`src/rtl/mem_stage_pkg.sv`:
```
// Shared types and ISA constants for the rv32 memory-access stage.
// Holds the EX/MEM and MEM/WB pipeline bundles plus the load/store funct3 encodings.
package mem_stage_pkg;
   localparam int XLEN = 32;

   localparam logic [2:0] F3_LB  = 3'b000;
   localparam logic [2:0] F3_LH  = 3'b001;
   localparam logic [2:0] F3_LW  = 3'b010;
   localparam logic [2:0] F3_LBU = 3'b100;
   localparam logic [2:0] F3_LHU = 3'b101;
   localparam logic [2:0] F3_SB  = 3'b000;
   localparam logic [2:0] F3_SH  = 3'b001;
   localparam logic [2:0] F3_SW  = 3'b010;

   typedef struct packed {
      logic            valid;
      logic [XLEN-1:0] pc;
      logic [XLEN-1:0] alu_result;
      logic [XLEN-1:0] rs2_data;
      logic [4:0]      rd;
      logic            reg_write;
      logic            mem_read;
      logic            mem_write;
      logic [2:0]      funct3;
   } ex_mem_t;

   typedef struct packed {
      logic            valid;
      logic [XLEN-1:0] pc;
      logic [4:0]      rd;
      logic            reg_write;
      logic [XLEN-1:0] wb_data;
      logic            fault;
   } mem_wb_t;

   typedef enum logic [1:0] {
      ST_IDLE = 2'd0,
      ST_BUSY = 2'd1,
      ST_DONE = 2'd2
   } mem_state_e;
endpackage

```
`src/rtl/mem_align.sv`:
```
// Combinational access checker and lane steering: decides legality of a load/store,
// builds store lanes and byte enables, and extracts/extends load data from a read word.
module mem_align
   import mem_stage_pkg::*;
(
   input  logic            is_load_i,
   input  logic            is_store_i,
   input  logic [2:0]      funct3_i,
   input  logic [1:0]      off_i,
   input  logic [XLEN-1:0] st_data_i,
   output logic            legal_o,
   output logic [XLEN-1:0] st_wdata_o,
   output logic [3:0]      be_o,
   input  logic [2:0]      ld_funct3_i,
   input  logic [1:0]      ld_off_i,
   input  logic [XLEN-1:0] rdata_i,
   output logic [XLEN-1:0] ld_data_o
);
   logic [7:0]  byte_sel;
   logic [15:0] half_sel;

   always_comb begin
      legal_o    = 1'b0;
      st_wdata_o = st_data_i;
      be_o       = 4'b1111;
      if (is_store_i) begin
         case (funct3_i)
            F3_SB: begin
               legal_o    = 1'b1;
               st_wdata_o = {4{st_data_i[7:0]}};
               be_o       = 4'b0001 << off_i;
            end
            F3_SH: begin
               legal_o    = ~off_i[0];
               st_wdata_o = {2{st_data_i[15:0]}};
               be_o       = off_i[1] ? 4'b1100 : 4'b0011;
            end
            F3_SW:   legal_o = (off_i == 2'b00);
            default: legal_o = 1'b0;
         endcase
      end else if (is_load_i) begin
         case (funct3_i)
            F3_LB, F3_LBU: legal_o = 1'b1;
            F3_LH, F3_LHU: legal_o = ~off_i[0];
            F3_LW:         legal_o = (off_i == 2'b00);
            default:       legal_o = 1'b0;
         endcase
      end
   end

   always_comb begin
      case (ld_off_i)
         2'd0:    byte_sel = rdata_i[7:0];
         2'd1:    byte_sel = rdata_i[15:8];
         2'd2:    byte_sel = rdata_i[23:16];
         default: byte_sel = rdata_i[31:24];
      endcase
      half_sel = ld_off_i[1] ? rdata_i[31:16] : rdata_i[15:0];
      case (ld_funct3_i)
         F3_LB:   ld_data_o = {{24{byte_sel[7]}}, byte_sel};
         F3_LBU:  ld_data_o = {24'd0, byte_sel};
         F3_LH:   ld_data_o = {{16{half_sel[15]}}, half_sel};
         F3_LHU:  ld_data_o = {16'd0, half_sel};
         default: ld_data_o = rdata_i;
      endcase
   end
endmodule

```
`src/rtl/mem_stage.sv`:
```
// Memory-access stage: issues one aligned req/ack data transaction per memory op and
// produces the registered MEM/WB bundle, holding upstream while a transaction is in flight.
module mem_stage
   import mem_stage_pkg::*;
(
   input  logic            iClk,
   input  logic            nRst,
   input  logic            iEn,
   input  logic            iStall,
   input  ex_mem_t         iEX,
   output mem_wb_t         oWB,
   output logic            oStall,
   output logic            oDReq,
   output logic            oDWe,
   output logic [XLEN-1:0] oDAddr,
   output logic [XLEN-1:0] oDWData,
   output logic [3:0]      oDBe,
   input  logic            iDAck,
   input  logic [XLEN-1:0] iDRData
);
   mem_state_e      state_q, state_d;
   logic            req_q, req_d, we_q, we_d, regwr_q, regwr_d;
   logic [XLEN-1:0] addr_q, addr_d, wdata_q, wdata_d, pc_q, pc_d, hold_q, hold_d;
   logic [3:0]      be_q, be_d;
   logic [2:0]      f3_q, f3_d;
   logic [1:0]      off_q, off_d;
   logic [4:0]      rd_q, rd_d;
   mem_wb_t         wb_q, wb_d, fin_wb;

   logic            mem_op, is_load, is_store, legal, op_ok, can_retire;
   logic [XLEN-1:0] st_wdata, ld_data, fin_data;
   logic [3:0]      st_be;

   assign mem_op     = iEX.valid & (iEX.mem_read | iEX.mem_write);
   assign is_store   = iEX.mem_write;
   assign is_load    = iEX.mem_read & ~iEX.mem_write;
   assign op_ok      = mem_op & legal;
   assign can_retire = iEn & ~iStall;

   mem_align u_align (
      .is_load_i   (is_load),
      .is_store_i  (is_store),
      .funct3_i    (iEX.funct3),
      .off_i       (iEX.alu_result[1:0]),
      .st_data_i   (iEX.rs2_data),
      .legal_o     (legal),
      .st_wdata_o  (st_wdata),
      .be_o        (st_be),
      .ld_funct3_i (f3_q),
      .ld_off_i    (off_q),
      .rdata_i     (iDRData),
      .ld_data_o   (ld_data)
   );

   // Stores report their full effective address as the writeback value.
   assign fin_data = we_q ? {addr_q[XLEN-1:2], off_q} : ld_data;

   always_comb begin
      fin_wb           = '0;
      fin_wb.valid     = 1'b1;
      fin_wb.pc        = pc_q;
      fin_wb.rd        = rd_q;
      fin_wb.reg_write = regwr_q & ~we_q;
      fin_wb.wb_data   = (state_q == ST_DONE) ? hold_q : fin_data;
   end

   always_comb begin
      state_d = state_q;
      req_d   = req_q;
      we_d    = we_q;
      addr_d  = addr_q;
      wdata_d = wdata_q;
      be_d    = be_q;
      f3_d    = f3_q;
      off_d   = off_q;
      rd_d    = rd_q;
      pc_d    = pc_q;
      regwr_d = regwr_q;
      hold_d  = hold_q;
      wb_d    = wb_q;
      case (state_q)
         ST_IDLE: begin
            if (iEn && op_ok) begin
               state_d = ST_BUSY;
               req_d   = 1'b1;
               we_d    = is_store;
               addr_d  = {iEX.alu_result[XLEN-1:2], 2'b00};
               wdata_d = st_wdata;
               be_d    = is_store ? st_be : 4'b1111;
               f3_d    = iEX.funct3;
               off_d   = iEX.alu_result[1:0];
               rd_d    = iEX.rd;
               pc_d    = iEX.pc;
               regwr_d = iEX.reg_write;
               if (!iStall) wb_d.valid = 1'b0;
            end else if (can_retire) begin
               wb_d.valid     = iEX.valid;
               wb_d.pc        = iEX.pc;
               wb_d.rd        = iEX.rd;
               wb_d.reg_write = iEX.reg_write & ~mem_op;
               wb_d.wb_data   = iEX.alu_result;
               wb_d.fault     = mem_op;
            end
         end
         ST_BUSY: begin
            // The ack is taken even when disabled so it can never be dropped.
            if (iDAck) begin
               req_d = 1'b0;
               if (can_retire) begin
                  state_d = ST_IDLE;
                  wb_d    = fin_wb;
               end else begin
                  state_d = ST_DONE;
                  hold_d  = fin_data;
               end
            end else if (can_retire) begin
               wb_d.valid = 1'b0;
            end
         end
         ST_DONE: begin
            if (can_retire) begin
               state_d = ST_IDLE;
               wb_d    = fin_wb;
            end
         end
         default: state_d = ST_IDLE;
      endcase
   end

   always_ff @(posedge iClk or negedge nRst) begin
      if (!nRst) begin
         state_q <= ST_IDLE;
         req_q   <= 1'b0;
         we_q    <= 1'b0;
         addr_q  <= '0;
         wdata_q <= '0;
         be_q    <= '0;
         f3_q    <= '0;
         off_q   <= '0;
         rd_q    <= '0;
         pc_q    <= '0;
         regwr_q <= 1'b0;
         hold_q  <= '0;
         wb_q    <= '0;
      end else begin
         state_q <= state_d;
         req_q   <= req_d;
         we_q    <= we_d;
         addr_q  <= addr_d;
         wdata_q <= wdata_d;
         be_q    <= be_d;
         f3_q    <= f3_d;
         off_q   <= off_d;
         rd_q    <= rd_d;
         pc_q    <= pc_d;
         regwr_q <= regwr_d;
         hold_q  <= hold_d;
         wb_q    <= wb_d;
      end
   end

   assign oStall  = (state_q != ST_IDLE) | op_ok | iStall;
   assign oWB     = wb_q;
   assign oDReq   = req_q;
   assign oDWe    = we_q;
   assign oDAddr  = addr_q;
   assign oDWData = wdata_q;
   assign oDBe    = be_q;
endmodule

```
`config.mk`:
```
export PLATFORM = sky130hd
export DESIGN_NAME = mem_stage
export DESIGN_NICKNAME = d
export VERILOG_FILES = /design/src/rtl/mem_stage_pkg.sv /design/src/rtl/mem_align.sv /design/src/rtl/mem_stage.sv
export SDC_FILE = /design/constraint.sdc
export NUM_CORES = 1
export LEC_CHECK = 0
export CAP_MARGIN = 20
export CORE_MARGIN = 3
export CORE_UTILIZATION = 25
export CTS_BUF_LIST = sky130_fd_sc_hd__clkbuf_16
export CTS_CLUSTER_SIZE = 12
export DETAILED_ROUTE_END_ITERATION = 6
export SLEW_MARGIN = 20
export SYNTH_ARGS = -nofsm -noshare
export SYNTH_HDL_FRONTEND = slang
export SYNTH_HIERARCHICAL = 1
export SYNTH_SLANG_ARGS = --single-unit
```
`constraint.sdc`:
```
create_clock -name iClk -period 2.8 [get_ports iClk]
set_clock_uncertainty 0.05 [all_clocks]
set_input_delay 0.28 -clock iClk [delete_from_list [all_inputs] [get_ports iClk]]
set_output_delay 0.28 -clock iClk [all_outputs]
set_load 0.05 [all_outputs]
```
==> summary.md <==
| Metric | Value |
|---|---|
| EDFF count, synth | 0 |
| Number of diodes | 0 |
| CTS tree | built |
| CTS sink cnt | 217 |
| Global-route wire length before repair | 57700 um |
| Die width | 216 um |
| Worst hold path type | in2async |
| Post-synthesis compound-gate area fraction | 0.170 |
| Detail Placement HPWL | 25800 um |
| Multiplexer share of the synthesized area | 0.192 |
| GRT Overall Usage | 0.157 |
| Critical path arrival | 3.01 ns |
| CP Depth | 8 |
| CP max stage delay | 0.59 ns |
| R2R Setup Slk | 0.22 ns |
| Synth Area in Adders | 0.00454 |
| Crit-path slowest cell | a311oi_1 |
| I/O pin total | 288 |
| Cell variety after synth | 47 |
| H-tree levels | 1 |
| Crit-path cells | buf_4 > nand2b_1 > a21oi_1 > a311oi_1 > mux2i_1 > o21ai_0 > a21oi_1 > o2bb2ai_1 |
| Rel. slew slack | 0.319 |
| DRC viols | 0 |
| Final hold violation count | 0 |
| Reg2Reg Depth | 8 |
| Status | finished, final reports clean |
| Crit-path leading delay family | compound AO/OA/AOI/OAI gates |
| DRT Pass-1 Iters | 5 |
| CP bufs+invs | 1 |
| Die Ht | 216 um |
| Total CTS buffers | 28 |
| Ys flop type | dfrtp_1 |
| Worst-skew pair later-pin latency | 0.56 ns |
| Initial DRC count | 593 |
| Layout cells sized above 1 | 0.180 |
| Vias in the first global route | 9221 |
| Mean area per synthesized cell | 11.1 um2 |
| Post-Syn Instances | 990 |
| Initial core utilization | 0.254 |
| RR Startpoint | off_q[1] |
| Period utilisation layout | 0.921 |
| Clk root buf | clkbuf_16 |
| Simple-gate area share of the yosys netlist | 0.0914 |
| Seq/Total Area, Yosys | 0.492 |
| Synthesized flop and latch total | 217 |
| Placer Congestion | 0.874 |
| Setup crit end | oWB[4] |
| # setup viols final | 0 |
| Routed vias | 8890 |
| Site Rows | 76 |
| Worst hold margin | 0.262 ns |
| PD cells | 1350 nW/um2 |
| Syn Std Cell Area | 11000 um2 |
| Worst-margin pin slew | 1.02 ns |
| Max-slew violation count | 0 |
| Largest net degree at the start of global routing | 73 |
| Max Cap Violations | 0 |
| Required @ worst endpoint | 3.23 ns |
| Die Footprint | 46700 um2 |
| Initial antenna violation count | 4 |
| Cell leakage power | 6.45 nW |
| Buffers on Ports | 285 |
| Nets | 1406 |
| Fmax | 388 MHz |
| Setup bufs post-CTS | 0 |
| Filler cell count | 4367 |
| Final wirelength | 37300 um |
| Peak VDD IR | 0.768 mV |
| Combinational family with the most area after synthesis | multiplexers |
| RSZ-0062 raised after global routing | no |
| Core Area | 43400 um2 |
| Worst Setup SP | off_q[1] |
| Commonest cells after routing, fill and taps aside | clkdlybuf4s50_1, dfrtp_1, a21oi_1 |
| WL/cell | 20.0 um |
| Setup CP Type | reg2reg |
| Clk slew on worst S/H paths | 0.06 ns |
| Commonest non-fill, non-tap cell in the layout | clkdlybuf4s50_1 |
| Total gr overflow | 0 |
| CP Capture Type | flop |
| Ys async rst share | 1.00 |
| Most frequent CP cell | a21oi_1 |
| Element type at the critical path start | flop |
| Setup tns final | 0 ns |
| Crit-path max FO | 20 |
| Post-synthesis xor/xnor area fraction | 0 |
| Reg2Reg Capture Point | oWB[4] |
| Area added between synthesis and finish | 40.9% |
| Tmin final | 2.58 ns |
| CTS Buffer Depth | 3 |
| Avg Vias per Cell | 4.77 |
| Final ANT Viol Nets | 0 |
| Synth Warn # | 6 |
-- power by group --
| group | internal, mW | leakage, nW | switching, mW |
|---|---|---|---|
| combinational | 4.54 | 3.39 | 7.26 |
| sequential | 4.70 | 2.64 | 1.05 |
| clock | 1.90 | 0.428 | 1.48 |
| total | 11.1 | 6.45 | 9.78 |
-- final cells by class --
type                            count  area [um2]  area share
Clock buffer                       28         701      0.0451
Clock inverter                     23         149     0.00958
Inverter                           18        67.6     0.00435
Multi-Input combinational cell    666        5120       0.329
Sequential cell                   217        5430       0.350
Tap cell                          585         732      0.0471
Timing Repair Buffer              326        3340       0.215
-- worst reg2reg max path, cell delays in order (launching register included) --
cell       delay [ns]
dfrtp_1          0.43
buf_4            0.29
nand2b_1         0.36
a21oi_1          0.12
a311oi_1         0.59
mux2i_1          0.19
o21ai_0          0.21
a21oi_1          0.09
o2bb2ai_1        0.17
-- registers in the layout, indices dropped and copies added, names as in the netlist --
register  cells
state_q       2
oDWe          1
pc_q         32
oDBe          4
hold_q       32
oDReq         1
oWB          72
f3_q          3
oDWData      32
oDAddr       30
regwr_q       1
off_q         2
rd_q          5
-- synth_stat cells, types with 3 or more instances --
master	instances	area, um2
a21oi_1	120	601
a221o_1	8	80.1
a22o_1	7	61.3
a311oi_1	7	61.3
buf_1	12	45.0
buf_2	19	95.1
buf_4	12	90.1
buf_6	9	101
clkbuf_1	38	143
dfrtp_1	217	5430
ha_1	4	50.1
inv_1	18	67.6
mux2_2	81	912
mux2_4	42	631
mux2i_1	40	400
mux4_2	8	180
nand2_1	47	176
nand2b_1	3	18.8
nand3b_1	3	22.5
nor2_1	54	203
nor2b_1	80	500
o21ai_0	54	270
o21ai_1	3	15.0
o22ai_1	7	43.8
o2bb2ai_1	71	622
-- cells by family (layout without fill, tap and decap cells) --
family,count (synthesis),in the layout
AO/OA/AOI/OAI,290,290
adder cells (fa/ha/maj),4,4
buffers and inverters,108,395
flip-flops,217,217
multiplexers,171,171
other,1,2
AND/OR/NAND/NOR,199,199
-- worst min-delay path by stage --
stage | startpoint | to | slack [ns] | depth (start not counted)
2_1_floorplan | nRst | f3_q[0] | -0.07 | 0
5_1_grt | iEX[94] | pc_q[19] | 0.27 | 2
3_3_place_gp | nRst | oDAddr[11] | 0.27 | 1
4_1_cts | iEX[84] | pc_q[9] | 0.26 | 2
3_5_place_dp | nRst | oDAddr[11] | 0.28 | 1
6_report | nRst | oDAddr[11] | 0.26 | 2
-- layer usage --
metal  up-vias  track usage  part of all wire
li1       4091            -                 -
met1      4369        0.209              0.44
met2       356        0.252              0.46
met3        66       0.0402             0.073
met4         8       0.0464             0.029
met5         -            0            0.0013
-- metrics by stage --
stage               total power [mW]  setup slack, ns  instances  area (um2)  utilization
finish                          20.9            0.220       1863       15500        0.358
global route                    22.1           0.0243       1863       15500        0.358
CTS                             21.2            0.166       1863       15500        0.358
detailed placement              17.6           0.0613       1811       14700        0.338
global placement                17.5           0.0349       1811       14700        0.338
floorplan                       13.4            0.642        991       11000            -
-- timing repair --
| action | in CTS | in global routing |
|---|---|---|
| gates resized for setup | 0 | 1 |
| hold endpoints to repair | 66 | 0 |
| hold buffers | 1 | 0 |
| setup endpoints to repair | 0 | 1 |
No activity file was read; power rests on OpenSTA's default activity.
==> RTL change 1 (same flow settings) <==
The 3 states of `mem_state_e` get a one-hot encoding in 3 bits.
--- a/src/rtl/mem_stage_pkg.sv
+++ b/src/rtl/mem_stage_pkg.sv
@@ -33,10 +33,10 @@
       logic            fault;
    } mem_wb_t;
 
-   typedef enum logic [1:0] {
-      ST_IDLE = 2'd0,
-      ST_BUSY = 2'd1,
-      ST_DONE = 2'd2
+   typedef enum logic [2:0] {
+      ST_IDLE = 3'b001,
+      ST_BUSY = 3'b010,
+      ST_DONE = 3'b100
    } mem_state_e;
 endpackage
 
Check against the original RTL: no difference found for any inputs over 4 cycles, from zero or initial values and one cycle with nRst low; so few cycles prove little.
==> RTL change 1 against the unedited design <==
- wire length shrank 2.2%
- count of clock-buffer cells in the layout grew 1
- final area shrank 0.56%
- worst setup slack gained 0.054 ns
- sequential cell count grew 1
- area after synthesis shrank 1.2%
- maximum frequency grew 2.1%
Power is not compared: it rests on default switching activity, and its combinational part moved more than twofold at a synthesized area within 25%.
==> RTL change 1: results (changes against the unedited design) <==
Status
  – Status: finished, final reports clean

Worst setup path
  – CP max-delay cell: mux4_2
  – Worst path max stage delay: 0.55 ns (-0.04 ns)
  – Reg2reg setup slack: 0.27 ns (+0.05 ns)
  – RR Startpoint: off_q[1]
  – Largest fanout on the critical path: 19 (-5.0%)
  – Worst R2R End: oWB[16]
  – Critical path data arrival time: 2.91 ns (-0.10 ns)

Routing
  – Drt drc: 0 (unchanged)
  – Vias per cell: 4.76 (-0.29%)
  – Routed WL: 36.4 mm (-2.2%)
  – Drt first-iter violations: 444 (-25%)
  – Vias: 8526 (-4.1%)

Place
  – GP Congestion: 0.809 (-7.4%)
  – Area after DPL: 14600 µm² (-0.76%)
  – Placed insts: 1739 (-4.0%)
  – Dpl hpwl: 25.6 mm (-0.55%)

Global routing
  – Largest net degree at the start of global routing: 71 (-2.7%)
  – First-pass GRT wire length: 55.9 mm (-3.2%)
  – Initial antenna violation count: 3 (-1)
  – Gr usage total: 15.4% (-0.30 points)
  – Via count of the first global-routing pass: 8979 (-2.6%)

Yosys
  – Avg Cell Area, Syn: 11.9 µm² (+6.9%)
  – Seq/Total Area, Yosys: 50.0% (+0.82 points)
  – Top cells by area, synth: dfrtp_1, mux2_2, mux2i_1
  – XOR/XNOR share of the synthesized area: 0.161% (+0.16 points)
  – Multiplexer area fraction after synthesis: 21.8% (+2.5 points)
  – Complex-gate fraction of the synthesized area: 17.1% (+0.084 points)
  – Adder-cell share of the synthesized area: 0% (-0.45 points)
  – Synth cell count leaders: dfrtp_1, mux2_2, o22ai_1
  – Count of cell types in the netlist: 57 (+21%)

Clocking
  – Htree depth: 1 (unchanged)
  – Setup Buffers After CTS: 0 (unchanged)
  – Clock Latency Late Sink: 0.54 ns (-0.02 ns)

STA
  – Worst slew margin: 49.5% (+18 points)

Final layout
  – Layout cells sized above 1: 21.9% (+3.9 points)
  – Fill cell total of the finished layout: 4200 (-3.8%)
  – Final nets: 1338 (-4.8%)
## RTL change 1: cell types whose count changed in the layout (fill, tap and decap cells not counted), moves of 5 or more
cell       delta
a21oi_1      -70
a2bb2oi_1    +58
a2bb2oi_2    +10
buf_4         +5
inv_1        +25
mux2_2       +54
mux2_4       -40
mux2i_1      +23
nand2_1      -34
nor2b_1      -73
o21ai_0      -39
o22ai_1      +68
o2bb2ai_1    -68
## RTL change 1: power breakdown
group	switching [µW]	internal, µW	total, µW
sequential	469	3820	4290
clock	1400	2040	3440
combinational	3090	2150	5240
## RTL change 1: how the worst max path moves through the flow
stage                   from  endpoint  slack (ns)
finish              off_q[1]   oWB[16]        0.27
detailed placement    iEX[4]   oWB[54]        0.07
global placement      iEX[0]   oWB[58]        0.06
CTS                 off_q[1]   oWB[16]        0.30
global route        off_q[1]   oWB[16]        0.13
floorplan             iEX[0]    oStall        0.42
## RTL change 1: what timing repair did
| action | in CTS | in global routing |
|---|---|---|
| hold endpoints to repair | 66 | 0 |
| hold buffers | 1 | 0 |
| gates resized for setup | 0 | 0 |
## RTL change 1: per-stage QoR
stage	total power (µW)	hold slack (ns)	setup slack, ns
2_1_floorplan	7650	-0.0656	0.418
3_3_place_gp	9560	0.247	0.0612
3_5_place_dp	9630	0.251	0.0684
4_1_cts	13200	0.259	0.296
5_1_grt	13600	0.294	0.129
6_report	13000	0.271	0.274
## RTL change 1: critical path: cells and delay by family, from the launching register on
family          cells  cell delay [ns]
flops               1             0.44
mux                 3             0.86
compound gates      3             0.53
buf+inv             1             0.29
simple gates        1             0.24
## RTL change 1: per-layer routing
| metal | vias to the layer above | routed length (µm) | share of wire, % | global-route usage [%] |
|---|---|---|---|---|
| met1 | 4207 | 15700 | 43 | 20.4 |
| met5 | - | 23 | 0.063 | 0 |
| li1 | 3946 | - | - | - |
| met3 | 52 | 3200 | 8.8 | 4.80 |
| met2 | 317 | 16800 | 46 | 24.4 |
| met4 | 4 | 726 | 2.0 | 4.04 |
## RTL change 1: logic make-up (layout without fill, tap and decap cells)
| group | count (synthesis) | in the layout |
|---|---|---|
| AOI/OAI and AO/OA | 253 | 253 |
| buffers and inverters | 133 | 431 |
| DFF | 218 | 218 |
| other | 1 | 3 |
| xor gates and xnor gates | 2 | 2 |
| and+or+nand+nor | 99 | 99 |
| muxes | 209 | 209 |
## RTL change 1: layout make-up
cell class	instances	area (µm²)	area share, %
Clock inverter	22	153	0.988
Clock buffer	29	726	4.70
Antenna cell	1	2.50	0.0162
Inverter	46	173	1.12
Timing Repair Buffer	334	3440	22.2
Tap cell	577	722	4.67
Sequential cell	218	5460	35.3
Multi-Input combinational cell	565	4780	30.9
==> RTL change 2 (same flow settings) <==
Without the edit above. `be_q` no longer has a reset.
--- a/src/rtl/mem_stage.sv
+++ b/src/rtl/mem_stage.sv
@@ -134,7 +134,6 @@
          we_q    <= 1'b0;
          addr_q  <= '0;
          wdata_q <= '0;
-         be_q    <= '0;
          f3_q    <= '0;
          off_q   <= '0;
          rd_q    <= '0;
@@ -148,7 +147,6 @@
          we_q    <= we_d;
          addr_q  <= addr_d;
          wdata_q <= wdata_d;
-         be_q    <= be_d;
          f3_q    <= f3_d;
          off_q   <= off_d;
          rd_q    <= rd_d;
@@ -157,6 +155,10 @@
          hold_q  <= hold_d;
          wb_q    <= wb_d;
       end
+   end
+
+   always_ff @(posedge iClk) begin
+      be_q <= be_d;
    end
 
    assign oStall  = (state_q != ST_IDLE) | op_ok | iStall;
Check against the original RTL: not equivalent (Yosys sat finds a counterexample within 4 cycles, from zero or initial values and one cycle with nRst low).
==> RTL change 2 against the unedited design <==
- critical endpoint unchanged
- area after synthesis decreased by 2.7%
- sequential share of layout area increased by 1.0 points
- sequential cell count unchanged
- synthesized cell count decreased by 8.6%
- final area decreased by 2.5%
- via count decreased by 3.2%
- final cell count decreased by 6.3%
- first-iteration DRC count decreased by 18%
- total power decreased by 1.2%
- sequential power decreased by 2%
- worst setup slack got worse by 0.088 ns
- clock power decreased by 2%
- wire length decreased by 0.55%
==> RTL change 2: results (changes against the unedited design) <==
Status
  – Status: finished, final reports clean

Routing
  – Met2 wire length: 17.1 mm (+0.69%)
  – Metal-1 WL: 16.1 mm (-1.6%)
  – Vias: 8606 (-3.2%)
  – Met3 routed WL: 3.13 mm (+15%)
  – Drt drc: 0 (unchanged)
  – Detailed-route wire length per cell: 21.2 µm (+6.2%)
  – Drt first-iter violations: 485 (-18%)
  – 1st-pass router iterations: 4 (-1)

Yosys
  – EDFF count, synth: 4 (+4)
  – Synth Flop Type: dfrtp_1
  – Synth cell count leaders: dfrtp_1, mux2_2, o2bb2ai_1
  – XOR/XNOR share of the synthesized area: 0% (unchanged)
  – Seq/Total Area, Yosys: 50.8% (+1.5 points)
  – Multiplexer area fraction after synthesis: 19.1% (-0.10 points)
  – Top cells by area, synth: dfrtp_1, mux2_2, o2bb2ai_1
  – Count of cell types in the netlist: 53 (+13%)
  – Ys async rst share: 98.2% (-1.8 points)
  – Complex-gate fraction of the synthesized area: 17.7% (+0.67 points)
  – Adder-cell share of the synthesized area: 0.466% (+0.012 points)

Global routing
  – Largest net degree at the start of global routing: 69 (-5.5%)
  – Gr usage total: 15.8% (+0.14 points)
  – Met3 GRT Util: 4.60% (+0.57 points)
  – GRT met1 Usage: 21.0% (+0.14 points)
  – First-pass GRT wire length: 55.8 mm (-3.3%)
  – Via count of the first global-routing pass: 8962 (-2.8%)
  – Met2 Resource Use GR: 25.7% (+0.48 points)
  – Initial antenna violation count: 1 (-3)

Clocking
  – TritonCTS buffer count: 27 (-3.6%)
  – CTS Hold Bufs: 1 (unchanged)
  – Setup Buffers After CTS: 0 (unchanged)
  – Clock input transition at the sequential cells of the worst setup and hold paths: 0.06 ns (about the same)
  – Resize count post-CTS: 0 (unchanged)
  – Clock Latency Late Sink: 0.54 ns (-0.02 ns)
  – Clk root buf: clkbuf_16

Place
  – Dpl hpwl: 26.1 mm (+1.5%)
  – Port Buffer Count: 285 (unchanged)
  – Area after DPL: 14300 µm² (-2.4%)
  – GP Congestion: 0.876 (+0.29%)

Worst setup path
  – Critical path data arrival time: 3.08 ns (+0.07 ns)
  – Crit path max-delay family: compound AO/OA/AOI/OAI gates
  – Largest fanout on the critical path: 18 (-10%)
  – Worst path max stage delay: 0.62 ns (+0.03 ns)
  – CP max-delay cell: a311oi_1

Final layout
  – Layout cells sized above 1: 20.6% (+2.6 points)
  – Final nets: 1336 (-5.0%)

Power and ir drop
  – Clk power: 3320 µW (-2%)
  – Peak VDD IR: 720 µV (-6.3%)
  – Leakage: 0.00616 µW (-4.5%)
  – Pwr Total: 20700 µW (-1.2%)
  – P_int: 11000 µW (-0.97%)
  – Combinational fraction of design power: 56.7% (+0.3 points)

STA
  – Worst-margin pin slew: 0.694 ns (-0.328 ns)

Worst hold path
  – HP Class: in -> async
-- RTL change 2: area by class of cell --
cell class / instances / area, µm²
repair buffers: 338 / 3370
clock buffers: 27 / 676
well taps: 539 / 674
fillers: 4180 / 27100
inverters: 17 / 63.8
flip-flops and latches: 217 / 5450
diodes: 1 / 2.50
multi-input cells: 586 / 4770
clock inverters: 20 / 146
-- RTL change 2: per-stage QoR --
step | worst slack, ns | std cells
global route | 0.0354 | 1744
global placement | 0.0906 | 1696
floorplan | 0.449 | 906
CTS | 0.210 | 1744
detailed placement | 0.0348 | 1696
finish | 0.132 | 1745
-- RTL change 2: path summary, 6_finish.rpt --
path	from	to	slack [ns]	cells after the start
worst max-delay path	off_q[1]	oWB[4]	0.13	9
worst min-delay path	nRst	oDAddr[18]	0.21	2
worst max register to register	off_q[1]	oWB[4]	0.13	9
worst min register to register	oWB[68]	oWB[68]	0.43	1
max in group asynchronous	nRst	oDWData[5]	1.73	3
min in group iClk	iEX[85]	pc_q[10]	0.34	2
